File: src/rtl/imem_access_ctrl.sv
`default_nettype none
// ============================================================================
// Module      : imem_access_ctrl
// Description : Round-robin sequencer sharing a single-port instruction memory
//               between IF-stage fetches and loader writes, with fetch flush.
// Revision    : 1.0 - initial release
// ============================================================================
module imem_access_ctrl #(
    parameter int ADDR_W  = 10,
    parameter int MEM_LAT = 2
) (
    input  logic              clk,
    input  logic              reset,
    input  logic              if_req,
    input  logic [31:0]       if_addr,
    output logic              if_gnt,
    output logic              if_rvalid,
    output logic [31:0]       if_rdata,
    output logic              if_err,
    input  logic              flush,
    input  logic              ld_req,
    input  logic [31:0]       ld_addr,
    input  logic [31:0]       ld_wdata,
    output logic              ld_gnt,
    output logic              ld_done,
    output logic              busy,
    output logic              mem_en,
    output logic              mem_we,
    output logic [ADDR_W-1:0] mem_addr,
    output logic [31:0]       mem_wdata,
    input  logic [31:0]       mem_rdata
);

    typedef enum logic [1:0] {
        IDLE  = 2'd0,
        READ  = 2'd1,
        WRITE = 2'd2
    } state_t;

    localparam logic       SRC_FETCH = 1'b0;
    localparam logic       SRC_LOAD  = 1'b1;
    localparam logic [3:0] LAST_CNT  = 4'(MEM_LAT - 1);

    state_t state;
    state_t state_next;

    logic [3:0]        cnt;
    logic              kill;
    logic              last_grant;
    logic              rd_err;
    logic [ADDR_W-1:0] if_word;
    logic [ADDR_W-1:0] ld_word;
    logic              if_bad;
    logic              ld_bad;
    logic              read_last;

    assign if_word   = if_addr[ADDR_W+1:2];
    assign ld_word   = ld_addr[ADDR_W+1:2];
    assign if_bad    = (|if_addr[1:0]) | (|if_addr[31:ADDR_W+2]);
    assign ld_bad    = (|ld_addr[1:0]) | (|ld_addr[31:ADDR_W+2]);
    assign read_last = (state == READ) && (cnt == LAST_CNT);
    assign busy      = (state != IDLE);

    always_ff @(posedge clk or negedge reset) begin
        if (!reset) begin
            state <= IDLE;
        end else begin
            state <= state_next;
        end
    end

    // On a tie the requester that did not win last time is granted.
    always_comb begin
        state_next = state;
        if_gnt     = 1'b0;
        ld_gnt     = 1'b0;
        case (state)
            IDLE: begin
                if (ld_req && (!if_req || (last_grant == SRC_FETCH))) begin
                    ld_gnt     = 1'b1;
                    state_next = WRITE;
                end else if (if_req) begin
                    if_gnt     = 1'b1;
                    state_next = READ;
                end
            end
            READ: begin
                if (read_last) begin
                    state_next = IDLE;
                end
            end
            WRITE:   state_next = IDLE;
            default: state_next = IDLE;
        endcase
    end

    always_ff @(posedge clk or negedge reset) begin
        if (!reset) begin
            cnt        <= 4'd0;
            kill       <= 1'b0;
            last_grant <= SRC_FETCH;
            rd_err     <= 1'b0;
            if_rvalid  <= 1'b0;
            if_rdata   <= 32'd0;
            if_err     <= 1'b0;
            ld_done    <= 1'b0;
            mem_en     <= 1'b0;
            mem_we     <= 1'b0;
            mem_addr   <= '0;
            mem_wdata  <= 32'd0;
        end else begin
            if_rvalid <= 1'b0;
            ld_done   <= 1'b0;
            case (state)
                IDLE: begin
                    if (if_gnt) begin
                        cnt        <= 4'd0;
                        kill       <= 1'b0;
                        rd_err     <= if_bad;
                        last_grant <= SRC_FETCH;
                        mem_en     <= !if_bad;
                        mem_we     <= 1'b0;
                        mem_addr   <= if_word;
                    end else if (ld_gnt) begin
                        last_grant <= SRC_LOAD;
                        mem_en     <= !ld_bad;
                        mem_we     <= !ld_bad;
                        mem_addr   <= ld_word;
                        mem_wdata  <= ld_wdata;
                        ld_done    <= 1'b1;
                    end
                end
                READ: begin
                    if (flush) begin
                        kill <= 1'b1;
                    end
                    if (cnt == LAST_CNT) begin
                        mem_en <= 1'b0;
                        // A flush in the final read cycle still suppresses delivery.
                        if (!kill && !flush) begin
                            if_rvalid <= 1'b1;
                            if_err    <= rd_err;
                            if_rdata  <= rd_err ? 32'd0 : mem_rdata;
                        end
                    end else begin
                        cnt <= cnt + 4'd1;
                    end
                end
                WRITE: begin
                    mem_en <= 1'b0;
                    mem_we <= 1'b0;
                end
                default: ;
            endcase
        end
    end

endmodule
`default_nettype wire

File: config.mk
export PLATFORM = sky130hd
export DESIGN_NAME = imem_access_ctrl
export DESIGN_NICKNAME = d
export VERILOG_FILES = /design/src/rtl/imem_access_ctrl.sv
export SDC_FILE = /design/constraint.sdc
export NUM_CORES = 1
export LEC_CHECK = 0
export ABC_AREA = 1
export BUFFER_PORTS_ARGS = -buffer_cell sky130_fd_sc_hd__buf_2
export CAP_MARGIN = 0
export CORE_MARGIN = 3
export CORE_UTILIZATION = 40
export DETAILED_ROUTE_END_ITERATION = 7
export PLACE_DENSITY = 0.77
export SLEW_MARGIN = 25
export SYNTH_ARGS = -nofsm -noshare
export SYNTH_HDL_FRONTEND = slang
export SYNTH_SLANG_ARGS = --single-unit
File: constraint.sdc
create_clock -name clk -period 1.6 [get_ports clk]
set_input_delay 0.4 -clock clk [delete_from_list [all_inputs] [get_ports clk]]
set_output_delay 0.4 -clock clk [all_outputs]
set_load 0.03 [all_outputs]
; Word-level counts from Yosys, hierarchy flattened
; Cells that the tools add are included.
[classes]
add_sub_neg = 1
multipliers = 0
div = 0
order_cmp = 0
eq_ne = 10
n_shift = 0
muxes = 32
bitwise = 4
reduce_logical = 28
[op_table]
columns = op, n
row1 = 20-bit OR reduction, 2
row2 = 32-bit two-way mux, 1
row3 = 10-bit two-way mux, 2
row4 = 1-bit two-way mux, 19
row5 = 3-bit AND reduction, 5
row6 = 4-bit two-way mux, 2
row7 = 2-bit != test (second input constant), 4
row8 = 4-bit case mux with 2 select lines, 1
row9 = 2-bit AND reduction, 4
row10 = 2-bit nonzero test, 4
row11 = 2-bit two-way mux, 3
row12 = 3-bit != test (second input constant), 2
row13 = 1-bit zero test, 5
row14 = 4-bit by 1-bit adder with 4-bit output (second input constant), 1
row15 = 4-bit by 1-bit == test with 1-bit output (second input constant), 1
row16 = 1-bit case mux with 2 select lines, 2
row17 = 2-bit case mux with 2 select lines, 1
row18 = 2-bit OR reduction, 2
row19 = 1-bit logical AND, 3
row20 = 1-bit case mux with 3 select lines, 1
row21 = 3-bit nonzero test, 1
row22 = 2-bit by 1-bit == test with 1-bit output (second input constant), 1
row23 = 2-bit == test (second input constant), 1
row24 = 2-bit zero test, 1
row25 = 4 further kinds, 6
[totals]
ff_bits = 88
latch_bits = 0
mem_bits_rw = 0
rom_bits = 0
inputBits = 133
out_inout_bits = 82
wordCells = 88
mem_count = 0

; Longest topological paths before layout
[depth]
ltp_word = 8
depth_mapped = 9
ltp_nobuf = 9

; Worst setup path after synthesis
; OpenSTA, ideal clock, no wires.
[synth_timing]
path_type = flip-flop to output port
start = register state[0]
end = output port ld_gnt
arrival_ps = 1301
t_required_ps = 1200
path_slack_ps = -101
path_stages_with_launch = 6
path_buffers = 1
cell_sequence = dfrtp_1 -> inv_1 -> ha_1 -> inv_2 -> nor2_4 -> buf_2
[synth_between]
elab_chain_cells = 2
[synth_lines]
columns = element, line_no
row1 = "start, declared", 44  ; state_t state;
row2 = "start signal, assigned", 68  ; state <= state_next;
row3 = 2-bit zero test, 77  ; case (state)
row4 = 1-bit two-way mux, 77
row5 = "end, declared", 24  ; output logic ld_gnt,
; Every way passes these cells.

; Final worst setup path
[layout_timing]
start = register state[1]
end = output port if_gnt
[layout_between]
elab_chain_cells = 2
[layout_lines]
columns = element, line_no
row1 = 2-bit zero test, 77
row2 = 1-bit two-way mux, 77
row3 = "end, declared", 16  ; output logic if_gnt,
; Every way passes these cells.

==> results.tsv <==
metric	value	unit
outcome	complete, but fails checks	
violations	setup timing	
reg2reg_to	cnt[2]	
critPathKind	reg2out	
peakVddDrop	1060	uV
async_flop_share	100	%
numCtsBuffers	9	
r2r_slack	-0.05	ns
setup_slack	-0.112	ns
maxCapViolCount	0	
ys_ff_latch	88	
fmax	584	MHz
ff2ff_path_depth	10	
yosys.area.top_type_share	58.8	%
p_leak	3.09	nW
pwr-share-clk	14.3	%
synth_edf_count	0	
num_io_pins	215	
cts_tree	built	
diodes	0	
dp_worst_setup_slack	-0.0912	ns
grtUsageTotal	18.1	%
power_density	1980	nW/um2
crit_fanout	2	
port_buffers	214	
critPathArrivalTime	1.31	ns
r2r-start	state[1]	
synth.distinct_cells	26	
hold-path-endpoint	mem_wdata[9]	
skew	0.00782	ns
final_util	61.3	%
drive_gt1_share	45.0	%
die_h	103	um
hold_start	ld_wdata[9]	
rows	34	
dieArea	10600	um2
cp_cell_sequence	inv_2, ha_4, buf_6, nand3_4, inv_2, buf_6	
setup_viol	7	
clk_path_buf_depth	2	
start_kind	register	
syn_nets	526	
mostFrequentLayoutCells	210 x buf_2, 136 x nand2_1, 88 x dfrtp_1	
hold_viol_final	0	
first_iter_violations	104	
cts_root_buffer	clkbuf_8	
synth_largest_area_cell	dfrtp_1	
totalWireLength	9980	um
slew_viol_final	0	
crit_path_end_kind	output port	
cts.sinks	88	
core_area	8890	um2
syn_area	3740	um2
fin_crit_sh	107	%
globalplace.congestion	0.796	
crit_required	1.20	ns
route.vias.total	3506	
initial_core_util	42.1	%
drt_first_pass_iters	6	
clkLatencyLatePin	0.34	ns
post-route-min-period	1.71	ns
via_per_inst	4.74	
synthCells	387	
grt_pass1_wl	15100	um
ant_nets	0	
wl_per_cell	13.5	um
p_sw_share	45.4	%
htree_levels	3	
grt_pass1_vias	3305	
slowest_delay	0.39	ns
pwr-share-comb	51.6	%
drc	0	
dp_hpwl	7440	um
dominantRegCellSynth	dfrtp_1	
cpMaxStageDelayCell	dfrtp_1	
layout_commonest_cell	buf_2	
avgSynthCellArea	9.67	um2
intPower	5.91	mW
hold_path_class	in2reg	
worst_pin_slew	0.368	ns
antenna_found_initial	1	
fin_nets	765	
rsz0062_at_grt	yes	
synth.area.top_cells	dfrtp_1 59%, nand2_1 14%, a22o_1 7.5%, nor2_1 4.5%, ha_1 2.0%	
p_seq_share	34.1	%
area_growth_syn_to_layout	45.7	%
dieWidth	103	um
grt_max_degree	47	
switchingPower	4.92	mW
grt_overflow	0	
synth-seq-area-share	58.8	%
holdPathStages	3	
clk_pin_slew	0.09	ns
ys_warn_count	0	
slew_headroom	75.5	%
-- state kept, by name, indices dropped and copies added, names as in the netlist --
signal      flops
ld_done         1
if_rdata       32
if_rvalid       1
mem_addr       10
cnt             4
mem_wdata      32
mem_en          1
if_err          1
rd_err          1
last_grant      1
state           2
kill            1
mem_we          1
-- critical path, delay by kind of cell, from the launching register on --
family,cells,cell delay [ns]
DFF,1,0.39
and+or+nand+nor,1,0.06
adders and majority gates,1,0.14
buffers and inverters,4,0.38
-- Yosys cell counts, types with 2 or more instances --
cell	number
nand2_1	139
dfrtp_1	88
nor2_1	45
a22o_1	32
a21oi_1	13
inv_1	9
o21ai_0	9
buf_2	7
o21ai_1	7
ha_1	6
nand3_1	6
buf_6	4
inv_2	4
buf_8	3
nand2_4	2
or2_2	2
xor2_1	2
-- metrics by stage --
step / cell area (um2) / setup TNS, ns / cells / hold WS [ns] / total power, mW
after detailed placement: 5030 / -1.27 / 713 / 0.243 / 8.82
after global routing: 5450 / -3.34 / 739 / 0.234 / 11.5
after floorplan: 3750 / 0 / 387 / 0.104 / 7.07
after global placement: 5030 / 0 / 713 / 0.241 / 8.67
final: 5450 / -0.414 / 739 / 0.248 / 10.8
after CTS: 5340 / -0.344 / 735 / 0.220 / 10.7
-- worst max-delay path by stage --
stage / from / end / slack [ns] / depth (start not counted)
final: state[1] / if_gnt / -0.11 / 6
after CTS: state[1] / if_gnt / -0.14 / 6
after floorplan: state[0] / ld_gnt / 0.03 / 5
after global routing: state[0] / if_gnt / -0.19 / 6
after detailed placement: state[0] / mem_addr[3] / -0.09 / 8
after global placement: state[0] / mem_addr[4] / 0.02 / 8
-- timing repair --
item,4_1_cts,5_1_grt
endpoints found under the setup margin,39,72
hold buffers,1,0
pin swaps,4,3
setup buffers,5,4
resized for setup,17,26
endpoints found under the hold margin,7,0
-- cell type report --
class,instances,area (um2)
repair buffers,243,1410
inverters,13,61.3
clock inverters,6,67.6
fillers,759,3440
clock buffers,10,138
well taps,108,135
flip-flops and latches,88,2200
multi-input cells,271,1440
-- metal layers --
layer	track usage [%]	share of wire, %	vias to the layer above
met2	29.6	48	151
met1	23.2	42	1608
met5	0	0.20	-
met3	4.80	9.3	12
li1	-	-	1733
met4	6.47	1.2	2
-- power groups by stage --
stage | registers, mW | logic (mW) | clock network [mW]
2_1_floorplan | 5.34 | 1.73 | 0
3_3_place_gp | 3.68 | 4.99 | 0
3_5_place_dp | 3.70 | 5.12 | 0
4_1_cts | 3.68 | 5.37 | 1.61
5_1_grt | 3.78 | 6.07 | 1.70
6_report | 3.69 | 5.59 | 1.55
-- logic make-up after synthesis --
logic type	after synthesis	synth area share, %
AOI/OAI and AO/OA	63	11.8
and+or+nand+nor	200	22.1
buffers and inverters	28	4.85
xor gates and xnor gates	2	0.468
DFF	88	58.8
adders and majority gates	6	2.01
No activity file was read; power rests on OpenSTA's default activity.
